--- config.mk ---
export PLATFORM = sky130hd
export DESIGN_NAME = pc_fetch
export DESIGN_NICKNAME = d
export VERILOG_FILES = /design/src/rtl/cpu_pkg.sv /design/src/rtl/ras_stack.sv /design/src/rtl/pc_fetch.sv
export SDC_FILE = /design/constraint.sdc
export NUM_CORES = 1
export LEC_CHECK = 0
export ABC_AREA = 0
export BUFFER_PORTS_ARGS = -buffer_cell sky130_fd_sc_hd__buf_2
export CAP_MARGIN = 20
export CORE_MARGIN = 8
export CORE_UTILIZATION = 41
export CTS_BUF_LIST = sky130_fd_sc_hd__clkbuf_2 sky130_fd_sc_hd__clkbuf_4 sky130_fd_sc_hd__clkbuf_8
export CTS_CLUSTER_DIAMETER = 60
export DETAILED_ROUTE_END_ITERATION = 7
export PLACE_DENSITY = 0.57
export SYNTH_ARGS = -nofsm -noshare
export SYNTH_HDL_FRONTEND = slang
export SYNTH_SLANG_ARGS = --single-unit
--- constraint.sdc ---
create_clock -name clk -period 3.1 [get_ports clk]
set_input_delay 0.31 -clock clk [delete_from_list [all_inputs] [get_ports clk]]
set_output_delay 0.31 -clock clk [all_outputs]
set_load 0.005 [all_outputs]
--- src/rtl/cpu_pkg.sv ---
// Shared fetch-side constants: program memory address width, reset vector and pc type.
// Program memory sizes itself from the same AW so the two can never disagree.
package cpu_pkg;

  localparam int AW       = 10;
  localparam int RESET_PC = 0;

  typedef logic [AW-1:0] pc_t;

endpackage

--- src/rtl/ras_stack.sv ---
// Circular return-address stack: DEPTH x AW entries, stack pointer and saturating live-entry count.
// A push on a full stack overwrites the oldest entry; a pop on an empty stack still wraps sp.
module ras_stack #(
  parameter int AW    = cpu_pkg::AW,
  parameter int DEPTH = 8
) (
  input  logic                       clk,
  input  logic                       reset,
  input  logic                       i_push,
  input  logic                       i_pop,
  input  logic [AW-1:0]              i_data,
  output logic [AW-1:0]              o_top,
  output logic [$clog2(DEPTH):0]     o_cnt
);

  localparam int SPW = $clog2(DEPTH);
  localparam int CW  = SPW + 1;

  logic [AW-1:0]  r_mem [DEPTH];
  logic [SPW-1:0] r_sp;
  logic [CW-1:0]  r_cnt;
  logic [SPW-1:0] w_sp_dec;
  logic           w_full;
  logic           w_empty;

  assign w_sp_dec = r_sp - SPW'(1);
  assign w_full   = (r_cnt == CW'(DEPTH));
  assign w_empty  = (r_cnt == '0);

  // Pop has priority over push so a same-cycle request can never corrupt sp.
  always_ff @(posedge clk or posedge reset) begin
    if (reset) begin
      r_sp  <= '0;
      r_cnt <= '0;
    end else if (i_pop) begin
      r_sp <= w_sp_dec;
      if (!w_empty) r_cnt <= r_cnt - CW'(1);
    end else if (i_push) begin
      r_sp <= r_sp + SPW'(1);
      if (!w_full) r_cnt <= r_cnt + CW'(1);
    end
  end

  // NOTE: the entry array has no reset; its contents are undefined after reset and only
  // sp/count are cleared, which keeps the array a plain register file.
  always_ff @(posedge clk) begin
    if (i_push && !i_pop) r_mem[r_sp] <= i_data;
  end

  assign o_top = r_mem[w_sp_dec];
  assign o_cnt = r_cnt;

endmodule

--- src/rtl/pc_fetch.sv ---
// Fetch-stage program counter: stall > ret > call > jmp > increment, with a circular RAS.
// Define PC_RAS_ERR_EN to add sticky ras_ovf/ras_unf flags (cleared only by reset).
module pc_fetch #(
  parameter int AW       = cpu_pkg::AW,
  parameter int DEPTH    = 8,
  parameter int RESET_PC = cpu_pkg::RESET_PC
) (
  input  logic                   clk,
  input  logic                   reset,
  input  logic                   stall,
  input  logic                   jmp,
  input  logic                   call,
  input  logic                   ret,
  input  logic [AW-1:0]          jaddr,
  output logic [AW-1:0]          pc,
  output logic [$clog2(DEPTH):0] ras_cnt
`ifdef PC_RAS_ERR_EN
  ,
  output logic                   ras_ovf,
  output logic                   ras_unf
`endif
);

  localparam int CW = $clog2(DEPTH) + 1;

  logic [AW-1:0] r_pc;
  logic [AW-1:0] w_pc_inc;
  logic [AW-1:0] w_pc_nxt;
  logic [AW-1:0] w_ras_top;
  logic [CW-1:0] w_ras_cnt;
  logic          w_push;
  logic          w_pop;

  assign w_pc_inc = r_pc + AW'(1);

  // NOTE: every signal driven here gets a default first, so no path can infer a latch.
  always_comb begin
    w_push   = 1'b0;
    w_pop    = 1'b0;
    w_pc_nxt = w_pc_inc;
    if (stall) begin
      w_pc_nxt = r_pc;
    end else if (ret) begin
      w_pop    = 1'b1;
      w_pc_nxt = w_ras_top;
    end else if (call) begin
      w_push   = 1'b1;
      w_pc_nxt = jaddr;
    end else if (jmp) begin
      w_pc_nxt = jaddr;
    end
  end

  always_ff @(posedge clk or posedge reset) begin
    if (reset) r_pc <= AW'(RESET_PC);
    else       r_pc <= w_pc_nxt;
  end

  ras_stack #(
    .AW    (AW),
    .DEPTH (DEPTH)
  ) u_ras (
    .clk    (clk),
    .reset  (reset),
    .i_push (w_push),
    .i_pop  (w_pop),
    .i_data (w_pc_inc),
    .o_top  (w_ras_top),
    .o_cnt  (w_ras_cnt)
  );

  assign pc      = r_pc;
  assign ras_cnt = w_ras_cnt;

`ifdef PC_RAS_ERR_EN
  logic r_ovf;
  logic r_unf;

  always_ff @(posedge clk or posedge reset) begin
    if (reset) begin
      r_ovf <= 1'b0;
      r_unf <= 1'b0;
    end else begin
      if (w_push && (w_ras_cnt == CW'(DEPTH))) r_ovf <= 1'b1;
      if (w_pop  && (w_ras_cnt == '0))         r_unf <= 1'b1;
    end
  end

  assign ras_ovf = r_ovf;
  assign ras_unf = r_unf;
`endif

endmodule
==> results of run 1 <==
metrics by stage:
stage | setup WS [ns] | instances
CTS | 0.760 | 444
finish | 0.749 | 444
global route | 0.619 | 444
detailed placement | 0.693 | 428
global placement | 0.714 | 428
floorplan | 0.893 | 258
per-layer routing:
| layer | vias to the layer above | part of all wire (%) | GRT usage [%] |
|---|---|---|---|
| met3 | 10 | 4.2 | 3.62 |
| met2 | 67 | 47 | 23.3 |
| li1 | 1116 | - | - |
| met4 | 0 | 1.5 | 5.76 |
| met5 | - | 0 | 0 |
| met1 | 1284 | 47 | 20.5 |
report_power, final:
group	switching, W	total, W	leakage [nW]	internal (W)
Sequential	0.000226	0.00202	0.925	0.00179
Clock	0.000433	0.000969	0.121	0.000536
Combinational	0.000920	0.00166	0.733	0.000739
worst max path at each step:
stage / from / endpoint / slack (ns) / cells past startpoint
global route: u_ras.r_sp[1]$_DFFE_PP0P_ / pc[9]$_DFFE_PP0N_ / 0.62 / 6
floorplan: u_ras.r_sp[0]$_DFFE_PP0P_ / u_ras.r_mem[0][0]$_DFFE_PP_ / 0.89 / 3
CTS: u_ras.r_sp[1]$_DFFE_PP0P_ / pc[6]$_DFFE_PP0N_ / 0.76 / 6
detailed placement: stall / u_ras.o_cnt[3]$_DFFE_PP0P_ / 0.69 / 8
global placement: stall / u_ras.o_cnt[3]$_DFFE_PP0P_ / 0.71 / 8
finish: u_ras.r_sp[1]$_DFFE_PP0P_ / pc[6]$_DFFE_PP0N_ / 0.75 / 6
kinds of logic after synthesis:
logic type	count (synthesis)	share of synthesized area (%)
AO/OA/AOI/OAI	36	5.90
XOR/XNOR	9	2.02
adder cells (fa/ha/maj)	6	1.93
buffers and inverters	21	2.66
flip-flops	97	66.1
multiplexers	30	14.6
AND/OR/NAND/NOR	59	6.81
synthesized netlist by cell type (all sizes together), types with 2 or more instances:
cell / n / share of area, %
edfxtp: 80 / 56
mux4: 21 / 12
dfrtp: 17 / 9.9
nand2: 14 / 1.2
o21ai: 13 / 1.5
nor2: 10 / 0.88
nor3: 10 / 1.2
inv: 9 / 0.79
buf: 7 / 1.4
mux2i: 7 / 1.6
xnor2: 7 / 1.4
nand3: 6 / 0.70
ha: 5 / 1.5
a21oi: 4 / 0.56
a222oi: 4 / 0.94
clkbuf: 4 / 0.35
or2: 4 / 0.58
and3: 3 / 0.44
nand2b: 3 / 0.44
a221oi: 2 / 0.41
a22oi: 2 / 0.35
and2: 2 / 0.29
mux2: 2 / 0.53
nor4: 2 / 0.29
o211ai: 2 / 0.35
o21a: 2 / 0.35
or3: 2 / 0.29
xor2: 2 / 0.58
flip-flops by register name, indices dropped and copies added (netlist names):
| name | cells |
|---|---|
| pc | 10 |
| u_ras.r_sp | 3 |
| u_ras.o_cnt | 4 |
| u_ras.r_mem | 80 |
worst reg2reg max path: cells and delay by family, from the launching register on:
kind	cells	cell delay (ns)
AO/OA/AOI/OAI	2	0.43
adder cells (fa/ha/maj)	1	0.62
buffers and inverters	2	0.41
flip-flops	1	0.47
multiplexers	1	0.31
area by class of cell:
class                           instances  area share (%)
Sequential cell                        97            57.7
Multi-Input combinational cell        140            27.8
Timing Repair Buffer                   45            5.41
Tap cell                              136            3.47
Clock buffer                            9            2.53
Clock inverter                          7            2.37
Inverter                               10           0.766
cell usage in the layout, fill, tap and decap left out, types with 2 or more instances in the layout:
master	count
sky130_fd_sc_hd__a22oi_1	2
sky130_fd_sc_hd__clkinv_1	2
sky130_fd_sc_hd__a21oi_1	3
sky130_fd_sc_hd__a221oi_1	2
sky130_fd_sc_hd__or2_2	4
sky130_fd_sc_hd__edfxtp_1	80
sky130_fd_sc_hd__nand3_1	6
sky130_fd_sc_hd__o21a_1	2
sky130_fd_sc_hd__o211ai_1	2
sky130_fd_sc_hd__a222oi_1	4
sky130_fd_sc_hd__or3_1	2
sky130_fd_sc_hd__dfrtp_1	17
sky130_fd_sc_hd__buf_2	29
sky130_fd_sc_hd__mux2_2	2
sky130_fd_sc_hd__nor2_1	10
sky130_fd_sc_hd__o21ai_0	10
sky130_fd_sc_hd__o21ai_1	3
sky130_fd_sc_hd__bufinv_16	3
sky130_fd_sc_hd__nand2_1	14
sky130_fd_sc_hd__and3_1	3
sky130_fd_sc_hd__xnor2_1	7
sky130_fd_sc_hd__inv_1	9
sky130_fd_sc_hd__mux4_1	16
sky130_fd_sc_hd__nor3_2	3
sky130_fd_sc_hd__nor3_1	7
sky130_fd_sc_hd__clkbuf_8	9
sky130_fd_sc_hd__ha_1	5
sky130_fd_sc_hd__mux4_2	5
sky130_fd_sc_hd__nand2b_1	3
sky130_fd_sc_hd__buf_4	16
sky130_fd_sc_hd__mux2i_1	7
==> results.txt, run 1 <==
- The die covers 14,000 um^2.
- Total of flip-flops plus latches after synthesis: 97
- CTS placed an instance of sky130_fd_sc_hd__clkbuf_8 at the clock tree root.
- Unrepaired setup endpoints after global routing: false
- Mean routed wirelength per cell: 22.9 um
- Endpoint arrival time on the critical path: 2.59 ns
- Number of flops mapped to enable cells by yosys: 80
* Startpoint of the lowest-slack register-to-register path: u_ras.r_sp[1]$_DFFE_PP0P_
* Post-route antenna net violation count: 0
- Timing would allow up to 425 MHz.
- Relative slew margins: 51.0%
* Post-Synthesis Cells: 258
- Instance area at placement: about 4700 um^2
- Max-cap violations: 0
* CTS H-tree lvls: 3
- Across all register-to-register paths, the minimum setup slack is 0.75 ns.
* Syn_area_per_cell: 16.6 um^2
- Summed over all layers, the global routing overflow is 0.
* Vias in the first global route: 2,614
- STA puts the critical path data required time at 3.34 ns.
* Crit-path leading delay family: adder cells
* Run status: finished clean
- The number of buffers and inverters on the critical path is 2.
- Antenna diode count: 0
- # rows: 37
* Most used flip-flop cell after synthesis: sky130_fd_sc_hd__edfxtp_1
* Post-cts repair resize count: 0
* Syn_nets: 280
* Initial DRT Pass Iterations: 5
- Across the VDD grid, the largest voltage drop is 0.000312 V.
* Critical path fanouts, max: 12
* Final count of hold timing violations: 0
* Worst path cell trace: inv_1 -> ha_1 -> buf_4 -> mux4_2 -> a222oi_1 -> o21ai_1
- The region available for standard cell placement spans between 10,000 and 15,000 um^2.
- Warnings, synthesis: 0
- Critical path capture point type: register
* Sequential area share after synthesis: 66.1%
- The tightest hold path in the finished design has a slack of about 0.056 ns.
- Relative area change from synthesis to final layout: 14.5%
* Multi-input combinational cell area: 1360 um^2
* Antenna violations before repair: 0
- Input and output buffers added on the ports amount to 29.
- Initial standard-cell utilization of the core: between 40% and 50%
- Counting cells, the worst reg-to-reg path comes to 6.
- The cell area that synthesis handed to floorplanning was 4280 um^2.
* Fraction of final layout cells sized beyond drive strength 1: 25.0%
* Setup Viol. Count Final: 0
* Worst Setup Path Type: reg -> reg
- Global routing used 15.2% of the available tracks across all layers.
- Setup TNS after final layout: 0 ns
* Number of buffers inserted to repair setup after CTS: 0
- Dividing the detail-routed via count by the number of cells gives ~5.6.
- Final standard cell area without fillers: between 4000 and 5000 um^2
- 30 I/O pins were placed.
* Clock tree from TritonCTS: built
- Fin util: 47.9%
- The first global-routing pass estimated 15,900 um of wire.
- In this run the static leakage power is roughly 1.8 nW.
* Class of the most critical hold timing path: in -> async
- Clock skew on the completed layout was measured at 0.00889 ns.
- TritonCTS buffer count: 9
* Fin crit period: 2.35 ns
* Reg-to-reg critical path endpoint: pc[6]$_DFFE_PP0N_
- The first routing iteration left around 230 violations.
- The worst setup path is launched from a register.
* Vertical extent of the die: 118 um
* Part of the cycle the worst path needs: 75.8%
- At the end of routability-driven placement, the weighted congestion stood at 0.825.
* Crit-path slowest cell: sky130_fd_sc_hd__ha_1
- The number of pins exceeding their max-slew limit in the final report is 0.
- Share of synthesized registers carrying an async set or reset: 17.5%
- Count of different cell masters after synthesis: 48
* Biggest cell delay along the critical path: 0.62 ns
* Number of remaining DRC errors: 0
- Pwr/cell area: 947 nW/um^2
- Worst-Margin Slew: between 0.7 and 0.8 ns
- Clk pin slew, worst setup/hold paths: 0.09 ns
- Detailed Route WL: 10,200 um
* Count of fill cells added during filler insertion: 873
- The final route contains 2,477 vias.
* Detailed Place HPWL: 6960 um
- Across the whole layout, storage elements account for 2830 um^2.
* Count of clock tree sinks: 97
* Largest net degree at the start of global routing: 28
- CTS Buffer Depth: 2
- The die is 118 um wide.
- In the final design database the tool counted ~330 nets.
- Summing internal, switching and leakage power gives 0.00464 W.
- Clock latency on the worst-skew pair: 0.36 ns
- Number of hold buffers added after cts: 0
Note: power is estimated with default switching activity, not from simulation.
==> run 2: changes to the inputs <==
Clock period 3.1 ns to 2.4 ns, I/O delays scaled along.
==> results.txt, run 2 (synthesis gave the netlist of run 1 again) <==
- Setup repair after global routing left no endpoint under its margin.
* Number of cells in the finished layout apart from fillers: 457 (+2.9%)
- The worst hold-check slack was 0.0160 ns (-0.0397 ns).
- Crit-path leading delay family: XOR/XNOR gates
- TritonCTS built the clock tree.
- Worst Setup Path Type: reg -> reg
- The post-detailed-route count of antenna-violating nets was 0 (unchanged).
* CTS Buffer Depth: 2 (unchanged)
- The global routing usage summed across all routing layers was 14.6% (-0.55 points).
- Compared with the post-synthesis result, the final layout area differs by 15.4%.
* Critical Path Start: u_ras.r_sp[1]$_DFFE_PP0P_
- The quantity of hold-fixing buffers added after cts came to 0 (unchanged).
- Run status: finished clean
* Largest register FFs: 80 (unchanged)
- The placer's final routability congestion estimate is 0.850 (+3.0%).
- The length in cells of the worst reg-to-reg path was 6 (unchanged).
- Fin crit period: 2.00 ns (-0.353 ns)
- Mean routed wirelength per cell: 21.7 um (-4.9%)
* CTS H-tree lvls: 3 (unchanged)
* Endpoint arrival time on the critical path: 2.23 ns (-0.36 ns)
* Critical path fanouts, max: 7 (-5)
- Worst ir drop on vdd: 0.000435 V (+39%)
- The headroom to the max-slew limit is 47.7% (-3.3 points).
* TritonCTS buffer count: 9 (unchanged)
* Instance area at placement: 4760 um^2 (+2.1%)
* Pwr/cell area: 1180 nW/um^2 (+24%)
- Clock latency on the worst-skew pair: 0.35 ns (about the same)
- The antenna diode instance count came to 0 (unchanged).
- The number of remaining DRC errors was 0 (unchanged).
* Number of buffers added on ports: 29 (unchanged)
- The number of pins exceeding their max-slew limit in the final report was 0 (unchanged).
* Initial DRT Pass Iterations: 5 (unchanged)
* Fraction of final layout cells sized beyond drive strength 1: 28.3% (+3.3 points)
* Crit-path slowest cell: sky130_fd_sc_hd__xor2_2
- The number of maximum-capacitance violations came to 0 (unchanged).
* Initial standard-cell utilization of the core: 41.8% (unchanged)
* Post-cts repair resize count: 0 (unchanged)
- Kind of launch point of the worst setup path: register
* Standby leakage power: 1.81 nW (+1.9%)
* Highest clock frequency the design can meet: 501 MHz (+18%)
* Wire length of the first global-routing pass: 15,200 um (-4.1%)
- # rows: 37 (unchanged)
* Clk pin slew, worst setup/hold paths: 0.09 ns (about the same)
- Count of clock tree sinks: 97 (unchanged)
* Area of the core region: 10,200 um^2 (unchanged)
- The total number of cells along the worst setup path came to 6 (unchanged).
- The pin count of the biggest net entering global routing is 20 (-29%).
- The number of buffers and inverters on the critical path was 1 (-1).
- Detailed Route Iter0 Violations: 202 (-10%)
- In this run the critical register-to-register path is captured at pc[7]$_DFFE_PP0N_.
* Most flop-heavy register: u_ras.r_mem
- The total wire length was 9940 um (-2.1%).
- Most common library cell in the layout ignoring fill and taps: sky130_fd_sc_hd__edfxtp_1
- Die Area: 14,000 um^2 (unchanged)
- The die height is 118 um (unchanged).
- The worst setup path is captured at a register.
* Die Wd: 118 um (unchanged)
- In this run the critical register-to-register path is launched from u_ras.r_sp[1]$_DFFE_PP0P_.
- The number of fill cells was 906 (+3.8%).
* Number of nets in the finished design: 338 (+4.0%)
- The initial antenna violation count came to 0 (unchanged).
* Most frequent cells in the layout: sky130_fd_sc_hd__edfxtp_1 (80), sky130_fd_sc_hd__buf_2 (29), sky130_fd_sc_hd__buf_4 (29)
- The post-layout instance area was 4940 um^2 (+0.82%).
* Setup Viol. Count Final: 0 (unchanged)
- The count of boundary I/O pins came to 30 (unchanged).
* Required arrival time at the worst endpoint: 2.63 ns (-0.71 ns)
* Part of the cycle the worst path needs: 83.2% (+7.4 points)
* Detailed Place HPWL: 6790 um (-2.4%)
- Setup TNS after final layout: 0 ns (unchanged)
- The via density per instance is 5.50 (-1.4%).
- Worst path cell trace: inv_1 -> ha_1 -> xor2_2 -> nor2_1 -> a222oi_1 -> o21ai_1
* Class of the most critical hold timing path: in -> async
- The final hold violation count is 0 (unchanged).
- Instance count after placement with tap cells included: 441 (+3.0%)
- The via count is 2,513 (+1.5%).
* Clock tree root buffer cell: sky130_fd_sc_hd__clkbuf_8
- Number of buffers inserted to repair setup after CTS: 0 (unchanged)
* Biggest cell delay along the critical path: 0.47 ns (-0.15 ns)
* Vias in the first global route: 2,580 (-1.3%)
* Setup slack of the worst register-to-register path: 0.40 ns (-0.35 ns)
* Post-Route Skew: 0.00644 ns (-0.00244 ns)
- The total overflow reported by the global router came to 0 (unchanged).
* Worst-Margin Slew: 0.784 ns (+0.0502 ns)
run 2: cell count changes in the layout (fill, tap and decap cells not counted), sizes merged:
cell	before	now
buf	45	58
bufinv	3	0
inv	10	11
clkinvlp	0	2
clkinv	4	2
clkbuf	9	11
run 2: per-layer routing:
metal	vias up	routed length (um)	GRT usage, %
li1	1145	-	-
met3	13	618	4.00
met5	-	0	0
met1	1271	4590	19.9
met4	0	142	5.20
met2	84	4580	22.0
run 2: layout make-up:
cell class,instances,area (um^2),area share [%]
clock inverter,5,37.5,0.760
clock buffer,11,145,2.94
timing repair buffer,58,363,7.34
inverter,10,37.5,0.760
sequential,97,2830,57.2
tap,136,170,3.44
multi-input combinational,140,1360,27.5
run 2: worst max path at each step:
stage	to	slack, ns
6_report	pc[7]$_DFFE_PP0N_	0.40
2_1_floorplan	u_ras.r_mem[0][0]$_DFFE_PP_	0.19
5_1_grt	pc[7]$_DFFE_PP0N_	0.28
3_5_place_dp	pc[7]$_DFFE_PP0N_	0.43
4_1_cts	pc[7]$_DFFE_PP0N_	0.42
3_3_place_gp	pc[5]$_DFFE_PP0N_	0.49
run 2: stage by stage:
| stage | setup slack [ns] | total power, W | util, % |
|---|---|---|---|
| finish | 0.403 | 0.00582 | 48.3 |
| global route | 0.275 | 0.00615 | 48.3 |
| CTS | 0.418 | 0.00587 | 48.3 |
| detailed placement | 0.433 | 0.00488 | 46.5 |
| global placement | 0.486 | 0.00483 | 46.5 |
| floorplan | 0.193 | 0.00407 | - |
run 2: power breakdown:
part	leakage, nW	total [W]	internal, W	switching (W)
logic	0.799	0.00229	0.00105	0.00124
registers	0.925	0.00253	0.00231	0.000218
clock network	0.0898	0.000996	0.000423	0.000572
==> run 3: changes to the inputs <==
Settings changed: PLACE_DENSITY 0.57 to 0.59.
Clock period 2.4 ns to 1.83 ns, I/O delays scaled along.
==> results.txt, run 3 (synthesis gave the netlist of run 1 again) <==
- Setup repair after global routing could not meet its margin everywhere.
- The global routing usage summed across all routing layers came to 15.2% (+0.55 points).
- Run status: finished clean
* Pwr/cell area: 1620 nW/um^2 (+38%)
* Routed vias: 2,625 (+4.5%)
- The area growth from synthesis to layout is 20.2%.
- Final slew viol count: 0 (unchanged)
- Vertical extent of the die: 118 um (unchanged)
- The final hold violation count is 0 (unchanged).
* Post-Route Skew: 0.0136 ns (+0.00714 ns)
* TritonCTS buffer count: 9 (unchanged)
- Clock tree from TritonCTS: built
- The half-perimeter wire length after placement came to 7060 um (+3.9%).
- The worst slack after detailed placement came to 0.0112 ns (-0.422 ns).
* Count of clock tree sinks: 97 (unchanged)
- The critical path data required time is 2.07 ns (-0.56 ns).
- Clk pin slew, worst setup/hold paths: 0.09 ns (about the same)
* Antenna violations before repair: 0 (unchanged)
* Vias in the first global route: 2,718 (+5.3%)
- Largest net degree at the start of global routing: 18 (-10%)
* Setup TNS after final layout: 0 ns (unchanged)
- The detailed router's first-iteration violation count is 307 (+52%).
- Leaving out fill and tap cells, the most frequent cell in the layout is sky130_fd_sc_hd__edfxtp_1.
- The setup path with the least slack is of type reg -> reg.
- Instance count after placement with tap cells included: 448 (+1.6%)
- Die Wd: 118 um (unchanged)
- The number of maximum-capacitance violations was 0 (unchanged).
* Mean routed wirelength per cell: 21.9 um (+0.81%)
- STA classifies the critical path startpoint as a register.
- Worst Reg-to-Reg Cells: 5 (-1)
* Area of the core region: 10,200 um^2 (unchanged)
* Critical path capture point type: register
- The clock insertion delay at the later pin of the skew report is 0.36 ns (about the same).
- Relative slew margins: 47.8% (+0.15 points)
* Final setup margin: 0.0312 ns (-0.371 ns)
* CTS Buffer Depth: 2 (unchanged)
* CTS H-tree lvls: 3 (unchanged)
- Count of fill cells added during filler insertion: 862 (-4.9%)
- The final instance count without filler cells is 472 (+3.3%).
* Detailed Route WL: 10,300 um (+4.1%)
- Endpoint arrival time on the critical path: 2.04 ns (-0.19 ns)
* Number of nets in the finished design: 353 (+4.4%)
- Counting flops per register, the top entry is u_ras.r_mem.
* Final standard cell area without fillers: 5140 um^2 (+4.1%)
* Number of remaining DRC errors: 0 (unchanged)
- Min Hold Slack: 0.0923 ns (+0.0763 ns)
- The final-report setup violation count was 0 (unchanged).
- The top achievable clock speed was 556 MHz (+11%).
* Initial DRT Pass Iterations: 7 (+2)
- Class of the most critical hold timing path: in -> reg
* Placer congestion estimate: 0.757 (-11%)
* Wire length of the first global-routing pass: 16,000 um (+4.8%)
* Instance area at placement: 4850 um^2 (+2.0%)
- The worst-case vdd ir drop was 0.000616 V (+42%).
* Number of buffers added on ports: 29 (unchanged)
- The count of boundary I/O pins is 30 (unchanged).
- Die Area: 14,000 um^2 (unchanged)
* Min-Delay Path Depth: 2
* Fraction of final layout cells sized beyond drive strength 1: 33.0% (+4.7 points)
- The post-detailed-route count of antenna-violating nets came to 0 (unchanged).
* Worst-Margin Slew: 0.782 ns (-0.00219 ns)
- Antenna diode count: 0 (unchanged)
- Initial standard-cell utilization of the core: 41.8% (unchanged)
* Part of the cycle the worst path needs: 98.3% (+15 points)
- The row count is 37 (unchanged).
- CTS placed an instance of sky130_fd_sc_hd__clkbuf_8 at the clock tree root.
- The total overflow reported by the global router is 0 (unchanged).
- Largest register FFs: 80 (unchanged)
- Critical path fanouts, max: 16 (+9)
* Seq. cell area: 2830 um^2 (unchanged)
- The top cell types in the final layout, fill and taps aside, are sky130_fd_sc_hd__edfxtp_1 (80), sky130_fd_sc_hd__buf_4 (39), sky130_fd_sc_hd__buf_2 (29).
- Fin crit period: 1.80 ns (-0.199 ns)
- Standby leakage power: 1.91 nW (+5.6%)
- The total area of multi-input combinational cells came to 1400 um^2 (+2.9%).
- Number of vias per cell: 5.56 (+1.1%)
[run 3: final timing paths]
check                                                 from                    endpoint  slack (ns)
worst max-delay path             u_ras.r_sp[0]$_DFFE_PP0P_           pc[5]$_DFFE_PP0N_        0.03
worst min-delay path                                   ret           pc[2]$_DFFE_PP0N_        0.09
worst max register to register   u_ras.r_sp[0]$_DFFE_PP0P_           pc[5]$_DFFE_PP0N_        0.03
worst min register to register  u_ras.o_cnt[2]$_DFFE_PP0P_  u_ras.o_cnt[2]$_DFFE_PP0P_        0.61
max in group asynchronous                            reset           pc[4]$_DFFE_PP0N_        0.84
min in group asynchronous                            reset           pc[7]$_DFFE_PP0N_        0.50
[run 3: final cells by class]
type	instances	area share, %
Clock buffer	12	2.85
Inverter	10	0.730
Clock inverter	4	0.924
Sequential cell	97	55.0
Tap cell	136	3.31
Multi-Input combinational cell	140	27.2
Timing Repair Buffer	73	10.0
[run 3: where the power goes]
group / total, W / switching, W / internal, W
clock: 0.00140 / 0.000723 / 0.000675
sequential: 0.00328 / 0.000256 / 0.00303
combinational: 0.00366 / 0.00182 / 0.00184
total: 0.00834 / 0.00280 / 0.00554
[run 3: stage by stage]
stage | total power [W] | util, %
after floorplan | 0.00551 | -
after global placement | 0.00652 | 47.4
after detailed placement | 0.00659 | 47.4
after CTS | 0.00801 | 49.5
after global routing | 0.00879 | 50.3
final | 0.00834 | 50.3
[run 3: layer usage]
metal	wire, um	GRT usage (%)	up-vias
met1	4440	18.7	1336
met3	630	4.09	15
met2	5080	25.0	96
li1	-	-	1178
met4	199	6.00	0
met5	0	0	-
[run 3: repair_timing]
item | CTS | global route
endpoints found under the setup margin | 2 | 16
pin swaps | 1 | 2
gates resized for setup | 0 | 6
setup buffers | 1 | 7
hold buffers | 1 | 0
hold endpoints to repair | 17 | 0
[run 3: critical path, stage by stage (launching register included)]
cell and delay, ns:
sky130_fd_sc_hd__dfrtp_1 0.43, sky130_fd_sc_hd__buf_12 0.19, sky130_fd_sc_hd__mux4_1 0.58, sky130_fd_sc_hd__mux2i_1 0.15
sky130_fd_sc_hd__nor2_1 0.05, sky130_fd_sc_hd__a311o_1 0.27
